<file path="config.mk">
export PLATFORM = sky130hd
export DESIGN_NAME = tm_accumulator
export DESIGN_NICKNAME = d
export VERILOG_FILES = /design/src/rtl/tm_accumulator.sv
export SDC_FILE = /design/constraint.sdc
export NUM_CORES = 1
export LEC_CHECK = 0
export ABC_AREA = 0
export BUFFER_PORTS_ARGS = -buffer_cell sky130_fd_sc_hd__buf_2
export CORE_UTILIZATION = 40
export DETAILED_ROUTE_END_ITERATION = 6
export PLACE_DENSITY = 0.56
export SLEW_MARGIN = 20
export SYNTH_ARGS = -nofsm -noshare
export SYNTH_HDL_FRONTEND = slang
export SYNTH_SLANG_ARGS = --single-unit
</file>
<file path="constraint.sdc">
create_clock -name clk -period 10.5 [get_ports clk]
set_clock_uncertainty 0.2 [all_clocks]
set_input_delay 2.1 -clock clk [delete_from_list [all_inputs] [get_ports clk]]
set_output_delay 2.1 -clock clk [all_outputs]
set_load 0.05 [all_outputs]
</file>
<file path="src/rtl/tm_accumulator.sv">
// Signed multiply-accumulate stage behind the TM tree multiplier: sums a group of products
// and presents the result with valid/ready. Define TM_ACC_SATURATE_EN to clamp on overflow.
module tm_accumulator #(
  parameter int PROD_W    = 64,
  parameter int ACC_W     = 72,
  parameter int MAX_TERMS = 256,
  parameter int CNT_W     = 16
) (
  input  logic              clk,
  input  logic              rst,
  input  logic              clr,
  input  logic [PROD_W-1:0] product,
  input  logic              in_valid,
  input  logic              in_last,
  output logic              in_ready,
  output logic [ACC_W-1:0]  acc_out,
  output logic [CNT_W-1:0]  term_cnt,
  output logic              ovf,
  output logic              out_valid,
  input  logic              out_ready
);

  // Handshake: a transfer happens on a rising edge where valid && ready; the source holds
  // its payload and valid until then, and ready never depends on valid.

  localparam logic ST_ACC = 1'b0;
  localparam logic ST_OUT = 1'b1;

  localparam logic [ACC_W-1:0] ACC_MAX  = {1'b0, {(ACC_W-1){1'b1}}};
  localparam logic [ACC_W-1:0] ACC_MIN  = {1'b1, {(ACC_W-1){1'b0}}};
  localparam logic [CNT_W-1:0] LAST_CNT = CNT_W'(MAX_TERMS - 1);

  logic             state_q, state_d;
  logic [ACC_W-1:0] acc_q, acc_d;
  logic [CNT_W-1:0] cnt_q, cnt_d;
  logic             ovf_q, ovf_d;
  logic [ACC_W-1:0] acc_out_q, acc_out_d;
  logic [CNT_W-1:0] term_cnt_q, term_cnt_d;

  logic [ACC_W-1:0] prod_ext;
  logic [ACC_W-1:0] sum_raw;
  logic [ACC_W-1:0] sum_next;
  logic [CNT_W-1:0] cnt_inc;
  logic             add_ovf;
  logic             beat;
  logic             group_end;

  assign in_ready  = (state_q == ST_ACC);
  assign out_valid = (state_q == ST_OUT);
  assign acc_out   = acc_out_q;
  assign term_cnt  = term_cnt_q;
  assign ovf       = ovf_q;

  assign prod_ext  = ACC_W'($signed(product));
  assign sum_raw   = acc_q + prod_ext;
  assign add_ovf   = (acc_q[ACC_W-1] == prod_ext[ACC_W-1]) &&
                     (sum_raw[ACC_W-1] != acc_q[ACC_W-1]);
  assign cnt_inc   = cnt_q + 1'b1;
  assign beat      = in_valid && in_ready;
  // MAX_TERMS closes the group so the counter can never wrap.
  assign group_end = beat && (in_last || (cnt_q == LAST_CNT));

`ifdef TM_ACC_SATURATE_EN
  // Overflow direction follows the common operand sign.
  assign sum_next = add_ovf ? (acc_q[ACC_W-1] ? ACC_MIN : ACC_MAX) : sum_raw;
`else
  assign sum_next = sum_raw;
`endif

  always_comb begin
    state_d    = state_q;
    acc_d      = acc_q;
    cnt_d      = cnt_q;
    ovf_d      = ovf_q;
    acc_out_d  = acc_out_q;
    term_cnt_d = term_cnt_q;
    if (clr) begin
      state_d    = ST_ACC;
      acc_d      = '0;
      cnt_d      = '0;
      ovf_d      = 1'b0;
      acc_out_d  = '0;
      term_cnt_d = '0;
    end else if (state_q == ST_ACC) begin
      if (beat) begin
        acc_d = sum_next;
        cnt_d = cnt_inc;
        ovf_d = ovf_q | add_ovf;
        if (group_end) begin
          state_d    = ST_OUT;
          acc_out_d  = sum_next;
          term_cnt_d = cnt_inc;
        end
      end
    end else if (out_ready) begin
      state_d = ST_ACC;
      acc_d   = '0;
      cnt_d   = '0;
      ovf_d   = 1'b0;
    end
  end

  always_ff @(posedge clk) begin
    if (rst) begin
      state_q    <= ST_ACC;
      acc_q      <= '0;
      cnt_q      <= '0;
      ovf_q      <= 1'b0;
      acc_out_q  <= '0;
      term_cnt_q <= '0;
    end else begin
      state_q    <= state_d;
      acc_q      <= acc_d;
      cnt_q      <= cnt_d;
      ovf_q      <= ovf_d;
      acc_out_q  <= acc_out_d;
      term_cnt_q <= term_cnt_d;
    end
  end

endmodule

</file>
* Yosys cells after proc, flatten, opt, wreduce, memory -nomap -nowiden
Index checks and enable logic that the tools add are counted.
** Cells by class
- Add/sub/neg operators :: 2
- Equality and inequality tests :: 4
- Mux-type cells :: 13
- Bitwise gates (word level) :: 2
- Reductions and logical operators :: 8
** Operators with widths (number)
- $mux W72 :: 3
- $add A72 B72 Y72 :: 1
- $mux W16 :: 3
- $add A16 B1 Y16 const B :: 1
- $eq A16 B8 Y1 const B :: 1
- $mux W1 :: 7
- $logic_and A1 B1 Y1 :: 3
- $reduce_and A3 Y1 :: 1
- $ne A2 B2 Y1 const B :: 1
- $reduce_and A2 Y1 :: 1
- $reduce_bool A2 Y1 :: 1
- $reduce_or A2 Y1 :: 1
- $eq A1 B1 Y1 :: 1
- $logic_or A1 B1 Y1 :: 1
- $ne A1 B1 Y1 :: 1
- $not A1 Y1 :: 1
- $or A1 B1 Y1 :: 1
** Storage, ports and cells
- Flip-flop bits (word level) :: 178
- Bits of input ports :: 70
- Output and inout port bits :: 91
- Word-level logic and storage cells :: 35

* Depth between registers and ports, before layout
Gate-level depths: netlist of run 1.
- Word-level depth :: 6
- Mapped depth :: 13
- Depth with buffers taken out :: 13

* Worst setup path after synthesis of run 1
OpenSTA, ideal clock, no wires.
- Path kind :: input -> register
- Start point :: in product[27]
- End point :: reg acc_out_q[67], in the netlist acc_out[67]
- Library setup time :: 0.063 ns
- Arrival :: 4.803 ns
- Required time :: 10.237 ns
- Slack :: 5.434 ns
- Stages on the path :: 12
- Path buffers :: 1
- Cells stage by stage :: ha_1 buf_4 nand4_1 or4_4 a2111oi_4 a221o_2 o21ai_2 o41ai_4 a21oi_2 o21a_1 or4_1 nand3_1
** Between the ends
- Cells in the longest elaborated chain, start to end :: 1
** RTL lines
- start, declared :: line 12 : input logic [PROD_W-1:0] product,
- $add A72 B72 Y72 :: line 55 : assign sum_raw = acc_q + prod_ext;
- end signal, assigned :: line 116 : acc_out_q <= acc_out_d;
- end, declared :: line 37 : logic [ACC_W-1:0] acc_out_q, acc_out_d;
No other way between the ends.
A chain may end at the register's enable or synchronous reset.

* Final worst setup path of run 1
- Start point :: in product[0]
- End point :: reg acc_out_q[60], in the netlist acc_out[60]
Same word-level chain as after synthesis.

==> results of run 1 <==
-- final timing paths --
| check | cells past startpoint | endpoint |
|---|---|---|
| worst max-delay path | 14 | acc_out[60]$_SDFFE_PP0P_ |
| worst min-delay path | 2 | acc_out[48]$_SDFFE_PP0P_ |
| worst max register to register | 13 | acc_out[60]$_SDFFE_PP0P_ |
| worst min register to register | 2 | acc_out[48]$_SDFFE_PP0P_ |
-- critical path, delay by kind of cell --
family / cells / cell delay, ns
and+or+nand+nor: 4 / 1.06
adders and majority gates: 2 / 0.56
AOI/OAI and AO/OA: 6 / 1.57
buffers and inverters: 2 / 0.13
-- sequential cells by signal (all words and copies together), names as in the netlist --
name,count
acc_out,72
acc_q,72
cnt_q,16
out_valid,1
ovf,1
term_cnt,16
-- power groups by stage --
| stage | clock network [uW] | registers [uW] | logic (uW) |
|---|---|---|---|
| finish | 668 | 714 | 375 |
| global route | 707 | 718 | 413 |
| CTS | 683 | 714 | 374 |
| detailed placement | 0 | 730 | 372 |
| global placement | 0 | 730 | 371 |
| floorplan | 0 | 762 | 240 |
-- cells in the mapped netlist (9+ instances only) --
master	instances
nor4_1	9
xor2_1	21
nand3_1	40
and3_1	20
a21o_1	46
a21oi_1	151
nor2_1	125
a22oi_1	43
dfxtp_1	178
o21a_1	19
inv_1	26
o21ai_0	69
nand2_1	172
a22o_1	26
a211oi_1	17
nand4_1	35
o21bai_1	23
nor3_1	25
a31oi_1	17
xnor2_1	55
ha_1	72
o31ai_1	14
buf_2	11
clkbuf_1	74
or3_1	12
-- area by class of cell --
| cell class | count | area, um^2 |
|---|---|---|
| timing repair buffer | 169 | 868.3 |
| clock inverter | 12 | 148.9 |
| clock buffer | 20 | 436.7 |
| inverter | 26 | 97.59 |
| fill | 2732 | 14400 |
| tap | 341 | 426.7 |
| multi-input combinational | 1112 | 7083 |
| sequential | 178 | 3563 |
-- routing by layer --
layer | track usage | vias up | share of wire
li1 | - | 5330 | -
met1 | 0.3319 | 5009 | 0.49
met2 | 0.3944 | 265 | 0.45
met3 | 0.03291 | 36 | 0.040
met4 | 0.06759 | 0 | 0.017
met5 | 0 | - | 0
-- kinds of logic after synthesis --
family | Yosys count | share of synthesized area
xor gates and xnor gates | 76 | 0.06009
AOI/OAI and AO/OA | 482 | 0.2908
and+or+nand+nor | 481 | 0.2007
adders and majority gates | 73 | 0.08314
DFF | 178 | 0.3217
buffers and inverters | 122 | 0.04360
-- metrics by stage --
stage / power, uW / cells / util / area, um^2 / hold slack (ns)
final: 1757 / 1858 / 0.4671 / 12620 / 0.2521
after global routing: 1838 / 1858 / 0.4671 / 12620 / 0.2732
after CTS: 1771 / 1858 / 0.4671 / 12620 / 0.2548
after detailed placement: 1102 / 1826 / 0.4455 / 12040 / 0.2441
after global placement: 1101 / 1826 / 0.4455 / 12040 / 0.2391
after floorplan: 1002 / 1412 / - / 11080 / 0.2291
==> impl_results.md, run 1 <==
* Clock sinks at 178
* WL/cell at 18.27 um
* GPL Wtd Cong at 0.8857
* FP Rows at 60
* Final setup fails at 0
* CTS Buf Count at 17
* Post-place setup slack at between 4 and 5 ns
* Sequential Power Share at 0.407
* Hold Path Class: flip-flop to flip-flop
* I/O Pins at 161
* IR drop worst, VDD at 0.0001018 V
* Die X-Extent at 168.4 um
* Hold path start: acc_out[48]$_SDFFE_PP0P_
* First-pass GRT wire length at 54870 um
* Final Critical Period at 5.297 ns
* Layout cells sized above 1 at 0.1496
* Top post-synthesis cells by area: dfxtp_1 (32%), ha_1 (8.1%), a21oi_1 (6.8%)
* Worst path max stage delay at 0.66 ns
* Vias in the first global route at 10246
* GRT Residual Overflow at 0
* Die area at 28360 um^2
* All-layer global routing usage at 0.2417
* Clock power share at 0.380
* Placeable Area at 27030 um^2
* DRT iter0 DRCs at 625
* Static Leakage at 0.005446 uW
* Ys flop type: dfxtp_1
* Synth Warn # at 0
* IO Port Bufs at 160
* Routed vias at 10640
* Crit Path Class: input port to flip-flop
* Max transition margin at 0.3417
* EDFF count, synth at 0
* Post-CTS Setup Repair Bufs at 0
* Drt total wl at between 30000 and 40000 um
* Hold Buf Count CTS at 0
* Starting Density at 0.4099
* Worst EP required at 10.65 ns
* P_sw at 576.8 uW
* Worst setup EP type: flip-flop
* Distinct cell type count after synthesis at 71
* Area Growth Syn to Fin at 13.97%
* Total Nets Final at between 1500 and 2000
* Commonest non-fill, non-tap cells in the layout: dfxtp_1 (178), nand2_1 (172), buf_2 (160)
* Fin Setup TNS at 0 ns
* Clk_lat worst skew at 0.44 ns
* Combinational power share at 0.213
* # diodes at 0
* Largest net degree at the start of global routing at 78
* Final hold viol count at 0
* Maximum fanout along the worst path at 7
* FF-to-FF Start: acc_q[0]$_SDFFE_PP0P_
* Area share of the largest cell type after synthesis at 0.3217
* Internal at about 1200 uW
* Final setup margin at 5.203 ns
* DRC viols at 0
* Fmax at 188.8 MHz
* H-tree depth at 4
* Most frequent CP cell: a31oi_1
* Crit-path slowest cell: o41ai_2
* Flop-to-flop setup slack at 6.61 ns
* Fin crit share at 0.5044
* MaxCap Viol Count at 0
* Mapped cell area at about 11000 um^2
* RSZ-0062 raised after global routing: no
* HPWL Detailed at 24670 um
* Height of the chip at between 150 and 200 um
* DR pass1 iterations at 5
* Post-synth top area cell: dfxtp_1
* Clock root cell: clkbuf_16
* DRT antenna net count at 0
* Clk pin slew, worst setup/hold paths at 0.08 ns
* Worst EP arrival at 5.45 ns
* Syn Nets at about 1600
* CTS tree: done
* Critical Path Start: product[0]
* Sequential area share after synthesis at 0.3217
* Switching Fraction at 0.3282
* Power Density at 139.2 nW/um^2
* Post-synthesis sequential element count at between 150 and 200
* Initial antenna violation count at 0
* Syn_area_per_cell at 7.845 um^2
* Post-synthesis async set-or-reset flop share at 0
* Outcome: complete, no violations
* Final Max Slew Viols at 0
* Via density at 5.727
* Slew @ Worst Pin at 0.9851 ns
* CP Cell Sequence: buf_2 -> ha_1 -> inv_1 -> fa_1 -> nor2b_1 -> o21a_1 -> o211ai_1 -> nand3_1 -> a31oi_1 -> o41ai_2 -> a21oi_2 -> or2_1 -> or4_1 -> a31oi_1
* Synth Instances at 1412
* Commonest non-fill, non-tap cell in the layout: dfxtp_1
* Max Root-Sink Buffers at 2
* CP Launch Type: input port
* Post-CTS Resized at 0
(Power assumes the default switching activity.)
==> inputs of run 2 (changes only) <==
==> constraint.sdc (replaced) <==
create_clock -name clk -period 4.9 [get_ports clk]
set_clock_uncertainty 0.2 [all_clocks]
set_input_delay 0.98 -clock clk [delete_from_list [all_inputs] [get_ports clk]]
set_output_delay 0.98 -clock clk [all_outputs]
set_load 0.05 [all_outputs]
==> impl_results.md, run 2 (synthesis results as in run 1) <==
* Outcome: complete, no violations
* CTS Buf Count at 17 (unchanged)
* Critical Path Start: product[0]
* Hold Buf Count CTS at 0 (unchanged)
* MaxCap Viol Count at 0 (unchanged)
* Hold Path Stages at 2 (unchanged)
* DRC viols at 0 (unchanged)
* Hold path start: acc_out[29]$_SDFFE_PP0P_
* Post-place setup slack at 0.3638 ns (-4.431 ns)
* Worst EP required at 5.07 ns (-5.58 ns)
* R2R cell count at 13 (unchanged)
* Clock root cell: clkbuf_16
* Maximum fanout along the worst path at 7 (unchanged)
* Fin crit share at 0.8439
* Clk pin slew, worst setup/hold paths at 0.08 ns (about the same)
* Die area at 28360 um^2 (unchanged)
* Crit Path Class: input port to flip-flop
* Commonest non-fill, non-tap cells in the layout: dfxtp_1 (178), nand2_1 (172), buf_2 (160)
* All-layer global routing usage at 0.2397 (-0.001957)
* FP Rows at 60 (unchanged)
* Hold Path Class: flip-flop to flip-flop
* Final core utilization at 0.4707 (+0.003611)
* IO Port Bufs at 160 (unchanged)
* GRT Residual Overflow at 0 (unchanged)
* Fmax at between 200 and 250 MHz
* Max transition margin at 0.3601 (+0.01845)
* H-tree depth at 4 (unchanged)
* Via density at 5.794 (+1.2%)
* Total power at 3817 uW (+120%)
* RSZ-0062 raised after global routing: no
* DRT antenna net count at 0 (unchanged)
* Placeable Area at 27030 um^2 (unchanged)
* Starting Density at 0.4099 (unchanged)
* Total Nets Final at 1656 (+0.55%)
* HPWL Detailed at 24940 um (+1.1%)
* Final Max Slew Viols at 0 (unchanged)
* IR drop worst, VDD at 0.0001704 V (+67%)
* Initial antenna violation count at 0 (unchanged)
* Layout cells sized above 1 at 0.1566 (+0.006981)
* Area Growth Syn to Fin at 14.85%
* Post-CTS Setup Repair Bufs at 0 (unchanged)
* Fin Setup TNS at 0 ns (unchanged)
* Slew @ Worst Pin at 0.9575 ns (-0.02761 ns)
* Static Leakage at 0.005506 uW (+1.1%)
* Clock sinks at 178 (unchanged)
* Final Critical Period at 4.135 ns
* DRT iter0 DRCs at 637 (+1.9%)
* I/O Pins at 161 (unchanged)
* Final setup margin at 0.7648 ns (-4.439 ns)
* First-pass GRT wire length at 54370 um (-0.90%)
* Max Root-Sink Buffers at 2 (unchanged)
* Post-CTS Resized at 0 (unchanged)
* Routed vias at 10818 (+1.7%)
* Worst EP arrival at 4.31 ns (-1.14 ns)
* Power Density at 300.0 nW/um^2 (+120%)
* Final hold viol count at 0 (unchanged)
* CP Launch Type: input port
* Vias in the first global route at 10285 (+0.38%)
* Clk_lat worst skew at 0.45 ns (about the same)
* CTS tree: done
* Commonest non-fill, non-tap cell in the layout: dfxtp_1
* Height of the chip at 168.4 um (unchanged)
* DR pass1 iterations at 5 (unchanged)
* # diodes at 0 (unchanged)
* WL/cell at 18.12 um (-0.83%)
* Final setup fails at 0 (unchanged)
* Worst setup EP type: flip-flop
* Largest net degree at the start of global routing at 74 (-5.1%)
* Drt total wl at 33830 um (-0.35%)
* FF-to-FF Start: acc_q[0]$_SDFFE_PP0P_
* Die X-Extent at 168.4 um (unchanged)
* GPL Wtd Cong at 0.8865 (about the same)
## run 2: cell types whose count changed in the layout (fill, tap and decap cells not counted)
cell	change
inv_6	+1
inv_8	+3
buf_4	+9
clkbuf_1	-3
clkinv_8	+1
clkinv_4	-2
## run 2: through the flow
step	instances	hold slack (ns)	instance area, um^2
after floorplan	1412	0.2291	11080
after global placement	1835	0.2393	12110
after detailed placement	1835	0.2442	12110
after CTS	1867	0.2555	12720
after global routing	1867	0.2706	12720
final	1867	0.2522	12720
## run 2: worst max-delay path, cell delays in order
cell      delay [ns]
buf_2           0.08
ha_1            0.16
inv_1           0.05
fa_1            0.41
nor2b_1         0.13
o21a_1          0.17
o211ai_1        0.10
nand3_1         0.17
a31oi_1         0.25
o41ai_2         0.62
a21oi_2         0.22
or2_1           0.31
or4_1           0.50
a31oi_1         0.16
## run 2: power by group
| part | total, uW | leakage (uW) | internal [uW] | switching (uW) |
|---|---|---|---|---|
| Combinational | 808 | 0.00376 | 268 | 540 |
| Clock | 1480 | 0.000299 | 780 | 699 |
| Sequential | 1530 | 0.00144 | 1500 | 32.3 |
## run 2: final cells by class
cell class / instances / area (um^2)
clock inverter: 15 / 190.2
sequential: 178 / 3563
timing repair buffer: 178 / 935.9
fill: 2728 / 14300
multi-input combinational: 1112 / 7083
tap: 341 / 426.7
inverter: 26 / 97.59
clock buffer: 17 / 425.4
## run 2: path summary, 6_finish.rpt
| kind | end | slack (ns) |
|---|---|---|
| min reg2reg | acc_out[29]$_SDFFE_PP0P_ | 0.25 |
| min | acc_out[29]$_SDFFE_PP0P_ | 0.25 |
| max reg2reg | acc_out[56]$_SDFFE_PP0P_ | 1.04 |
| max | acc_out[56]$_SDFFE_PP0P_ | 0.76 |
## run 2: layer usage
| layer | wire length [um] | part of all wire | global-route usage | vias to the layer above |
|---|---|---|---|---|
| met1 | 16000 | 0.47 | 0.3207 | 5123 |
| met3 | 1609 | 0.048 | 0.03667 | 46 |
| li1 | - | - | - | 5347 |
| met5 | 0 | 0 | 0 | - |
| met2 | 15540 | 0.46 | 0.3960 | 302 |
| met4 | 677 | 0.020 | 0.07273 | 0 |
